==> src/rtl/seq_divider_8bit.sv <==
// Multi-cycle restoring divider (one quotient bit per clock) with start/done handshake.
// Define SIGNED_DIV_EN for two's-complement operands (magnitude divide plus a sign-fix cycle).
module seq_divider_8bit #(
   parameter int unsigned WIDTH = 8
) (
   input  logic             clk,
   input  logic             rst_n,
   input  logic             start,
   input  logic [WIDTH-1:0] dividend,
   input  logic [WIDTH-1:0] divisor,
   output logic             busy,
   output logic             done,
   output logic [WIDTH-1:0] quotient,
   output logic [WIDTH-1:0] remainder,
   output logic             div_by_zero
);

   localparam int unsigned CNT_W = (WIDTH > 2) ? $clog2(WIDTH) : 1;

   typedef enum logic [1:0] {IDLE, RUN, FIX, DONE} state_t;

   state_t           state, state_nxt;
   logic [WIDTH-1:0] quo, dsr, rem;
   logic [CNT_W-1:0] count;
   logic             accept, last, zero_div;
   logic [WIDTH:0]   rem_sh, trial;
   logic [WIDTH-1:0] quo_nxt, rem_nxt;
   logic [WIDTH-1:0] mag_a, mag_b;
`ifdef SIGNED_DIV_EN
   logic             neg_q, neg_r;
`endif

   assign accept   = start && !busy;
   assign last     = (count == CNT_W'(WIDTH - 1));
   assign zero_div = (divisor == '0);

`ifdef SIGNED_DIV_EN
   assign mag_a = dividend[WIDTH-1] ? -dividend : dividend;
   assign mag_b = divisor[WIDTH-1]  ? -divisor  : divisor;
`else
   assign mag_a = dividend;
   assign mag_b = divisor;
`endif

   // Stored remainder never exceeds the divisor, so only the shifted trial value needs WIDTH+1 bits.
   always_comb begin
      rem_sh  = {rem, quo[WIDTH-1]};
      trial   = rem_sh - {1'b0, dsr};
      rem_nxt = trial[WIDTH] ? rem_sh[WIDTH-1:0] : trial[WIDTH-1:0];
      quo_nxt = {quo[WIDTH-2:0], ~trial[WIDTH]};
   end

   always_ff @(posedge clk) begin
      if (!rst_n) state <= IDLE;
      else        state <= state_nxt;
   end

   always_comb begin
      state_nxt = state;
      busy      = 1'b0;
      done      = 1'b0;
      case (state)
         IDLE: begin
            if (start) state_nxt = zero_div ? DONE : RUN;
         end
         RUN: begin
            busy = 1'b1;
`ifdef SIGNED_DIV_EN
            if (last) state_nxt = FIX;
`else
            if (last) state_nxt = DONE;
`endif
         end
         FIX: begin
            busy      = 1'b1;
            state_nxt = DONE;
         end
         DONE: begin
            done = 1'b1;
            if (start) state_nxt = zero_div ? DONE : RUN;
            else       state_nxt = IDLE;
         end
         default: state_nxt = IDLE;
      endcase
   end

   always_ff @(posedge clk) begin
      if (!rst_n) begin
         quo         <= '0;
         rem         <= '0;
         dsr         <= '0;
         count       <= '0;
         quotient    <= '0;
         remainder   <= '0;
         div_by_zero <= 1'b0;
`ifdef SIGNED_DIV_EN
         neg_q       <= 1'b0;
         neg_r       <= 1'b0;
`endif
      end else if (accept) begin
         quo         <= mag_a;
         rem         <= '0;
         dsr         <= mag_b;
         count       <= '0;
         div_by_zero <= 1'b0;
`ifdef SIGNED_DIV_EN
         neg_q       <= dividend[WIDTH-1] ^ divisor[WIDTH-1];
         neg_r       <= dividend[WIDTH-1];
`endif
         if (zero_div) begin
            quotient    <= '1;
            remainder   <= dividend;
            div_by_zero <= 1'b1;
         end
      end else if (state == RUN) begin
         quo   <= quo_nxt;
         rem   <= rem_nxt;
         count <= count + 1'b1;
`ifndef SIGNED_DIV_EN
         if (last) begin
            quotient  <= quo_nxt;
            remainder <= rem_nxt;
         end
`endif
      end
`ifdef SIGNED_DIV_EN
      else if (state == FIX) begin
         quotient  <= neg_q ? -quo : quo;
         remainder <= neg_r ? -rem : rem;
      end
`endif
   end

endmodule
==> config.mk <==
export PLATFORM = sky130hd
export DESIGN_NAME = seq_divider_8bit
export DESIGN_NICKNAME = d
export VERILOG_FILES = /design/src/rtl/seq_divider_8bit.sv
export SDC_FILE = /design/constraint.sdc
export NUM_CORES = 1
export LEC_CHECK = 0
export CAP_MARGIN = 10
export CELL_PAD_IN_SITES_DETAIL_PLACEMENT = 0
export CELL_PAD_IN_SITES_GLOBAL_PLACEMENT = 1
export CORE_MARGIN = 2
export CORE_UTILIZATION = 40
export DETAILED_ROUTE_END_ITERATION = 12
export GPL_TIMING_DRIVEN = 1
export PLACE_DENSITY = 0.8
export SLEW_MARGIN = 20
export SYNTH_ARGS = -nofsm -noshare
export SYNTH_HDL_FRONTEND = slang
export SYNTH_SLANG_ARGS = --single-unit
==> constraint.sdc <==
create_clock -name clk -period 2.3 [get_ports clk]
set_input_delay 0.345 -clock clk [delete_from_list [all_inputs] [get_ports clk]]
set_output_delay 0.345 -clock clk [all_outputs]
set_load 0.01 [all_outputs]
==> impl_results.md <==
- R2R Path End: rem[6]$_SDFFE_PP0P_
- Synth Area per Inst: ~8 µm²
- Final Hold Viols: 0
- Synth Instances: slightly above 300
- Worst R2R Path Depth: 9
- Starting Density: between 40% and 50%
- CP required: between 2 and 3 ns
- TritonCTS Sinks: 46
- Clk slew on worst S/H paths: around 0.090 ns
- Clk buf depth: 2
- Synth Flop Type: dfxtp_1
- Chip height: about 84 µm
- Setup crit end: rem[6]$_SDFFE_PP0P_
- Slew Viols, Final: 0
- Worst-skew pair later-pin latency: ~0.31 ns
- Die W: roughly 84 µm
- DR pass1 iterations: 4
- Root Driver: clkbuf_8
- DR vias/cell: roughly 5.3
- HP Class: register to register
- DP Wirelength: around 4800 µm
- Worst setup startpoint: quo[7]$_SDFFE_PN0P_
- Vias after detailed routing: approximately 2300
- Post-synth EDFFs: 0
- Nets: 384
- Synth unique cells: 50
- Setup Skew: between 0.01 and 0.015 ns
- Status: complete, no violations
- Static leakage: roughly 1.2 nW
- Final setup fails: 0
- First-pass GRT wire length: approximately 11000 µm
- Data arrival, critical path: 2.43 ns
- Highest-count cells in the layout ignoring fill and taps: dfxtp_1 (45), nand2_1 (42), clkdlybuf4s50_1 (37), nor2_1 (25), inv_1 (23)
- Antenna Nets Post-Route: 0
- Std-Cell Rows: 29
- 1st-iter DRT viols: 75
- Max transition margin: 68.0%
- Fmax: roughly 450 MHz
- Diode count: 0
- Buffers on Ports: 37
- Vias in the first global route: between 2000 and 2500
- Slew @ Worst Pin: between 0.4 and 0.5 ns
- RSZ-0062 raised after global routing: no
- # DRC: 0
- Max-cap violations: 0
- P per Cell Area: just over 1000 mW/mm²
- Final core utilization: between 50% and 60%
- Die ar.: 0.00700 mm²
- Post-Place Worst Slack: 0.0487 ns
- Reg-to-reg setup timing slack: about 0.091 ns
- Post-Route WL: approximately 6400 µm
- Synth-to-Final Area Change: 24.2%
- Layout cells sized above 1: 9.97%
- Initial antenna violation count: 0
- CP startpoint kind: register
- Commonest non-fill, non-tap cell in the layout: dfxtp_1
- CTS tree: built
- Min cycle time layout: 2.21 ns
- Core area: ~0.0062 mm²
- Endpoint class of the critical path: register
- WS Path Type: register to register
- RR Startpoint: quo[7]$_SDFFE_PN0P_
- Sequential fraction of the synthesis area: ~36%
- Largest net degree at the start of global routing: 29
- Routed len/inst: between 15 and 20 µm
- Synth warn: 0
- TNS Setup: 0 ns
- CTS H-tree depth: 2
- Total gr overflow: 0
- RD Place Congestion: around 0.87
- Post-synthesis async set-or-reset flop share: 0%
- Cell area after synthesis: between 0.002 and 0.003 mm²
- Peak supply drop: 510 µV
- CP max FO: 5
- Final worst slack: slightly above 0.09 ns
- Syn Nets: between 300 and 400
- Period utilization: between 90 and 100%
- WHS: around 0.46 ns
- I/O Pins: 38
- Hold Buf Count CTS: 0
- Gr usage total: roughly a fifth
- CTS buffer count: 5
- Yosys reg bits: 46
- Fillers: between 600 and 700
-- cell usage after synthesis (2+ instances only) --
master / count / area (µm²)
o211ai_1: 3 / 22.5
nor4_1: 3 / 18.8
clkbuf_1: 13 / 48.8
ha_1: 14 / 175
nand3_1: 16 / 80.1
nand2b_1: 5 / 31.3
o21ai_0: 16 / 80.1
and2_1: 2 / 12.5
o21a_1: 6 / 45.0
inv_1: 23 / 86.3
nand4_1: 3 / 18.8
dfxtp_1: 46 / 921
buf_1: 2 / 7.51
o311ai_1: 2 / 17.5
a211oi_1: 16 / 120
buf_2: 2 / 10.0
a32oi_1: 2 / 17.5
a31oi_1: 7 / 43.8
mux2i_1: 13 / 130
nor2_1: 25 / 93.8
a21oi_1: 17 / 85.1
nand2_1: 43 / 161
nor2b_1: 2 / 12.5
xnor2_1: 3 / 26.3
-- layout make-up --
class / count / area [µm²] / area share [%]
Tap cell: 77 / 96.3 / 3.05
Inverter: 23 / 86.3 / 2.74
Clock inverter: 3 / 23.8 / 0.754
Clock buffer: 5 / 68.8 / 2.18
Multi-Input combinational cell: 223 / 1470 / 46.6
Timing Repair Buffer: 51 / 488 / 15.5
Sequential cell: 46 / 922 / 29.2
-- per-layer routing --
layer  global-route usage [%]  part of all wire, %
met1                     25.7                   49
met5                        0                    0
met3                     2.67                  1.8
met4                     5.28                  1.3
met2                     32.0                   48
-- sequential cells by signal, summed over array words and instances, names as in the netlist --
signal       flops
state            2
quotient         8
remainder        8
count            3
rem              8
quo              8
dsr              8
div_by_zero      1
-- where the power goes --
group / internal, W / switching [W] / leakage [nW] / total [W]
logic: 0.000768 / 0.000947 / 0.791 / 0.00171
clock network: 0.000218 / 0.000304 / 0.0408 / 0.000521
registers: 0.000895 / 0.0000842 / 0.375 / 0.000979
-- how the worst min path moves through the flow --
stage / from / end / slack, ns / cells past startpoint
2_1_floorplan: dsr[2]$_SDFFE_PN0P_ / dsr[2]$_SDFFE_PN0P_ / 0.44 / 2
3_3_place_gp: dsr[3]$_SDFFE_PN0P_ / dsr[3]$_SDFFE_PN0P_ / 0.45 / 2
3_5_place_dp: dsr[5]$_SDFFE_PN0P_ / dsr[5]$_SDFFE_PN0P_ / 0.45 / 2
4_1_cts: dsr[5]$_SDFFE_PN0P_ / dsr[5]$_SDFFE_PN0P_ / 0.46 / 2
5_1_grt: div_by_zero$_SDFFE_PN0P_ / div_by_zero$_SDFFE_PN0P_ / 0.50 / 2
6_report: dsr[7]$_SDFFE_PN0P_ / dsr[7]$_SDFFE_PN0P_ / 0.46 / 2
-- what timing repair did --
item                                    CTS  global route
resized for setup                         0             6
endpoints found under the setup margin    0            13
buffers inserted                          0             3
-- through the flow --
step	total power, W	instances	area, µm²
floorplan	0.00217	310	2540
detailed placement	0.00251	417	3010
global route	0.00342	428	3150
finish	0.00322	428	3150
CTS	0.00303	425	3100
global placement	0.00248	417	3010
-- worst max-delay path, stage by stage, from the launching register on --
cell and delay (ns):
dfxtp_2 0.34, inv_1 0.05, ha_1 0.21, fa_2 0.38, nor2b_4 0.13, o31a_4 0.17
and2b_2 0.23, xnor2_1 0.26, mux2i_1 0.13, a211oi_1 0.24
-- kinds of logic (layout without fill, tap and decap cells) --
kind of cell               count (synthesis)  after routing  synth area share (%)
AOI/OAI and AO/OA                         84             84                  23.2
and+or+nand+nor                          107            107                  19.9
buffers and inverters                     41             82                  6.46
muxes                                     13             13                  5.13
DFF                                       46             46                  36.3
xor gates and xnor gates                   4              4                  1.38
adders and majority gates                 15             15                  7.69
No activity file was read; power rests on OpenSTA's default activity.
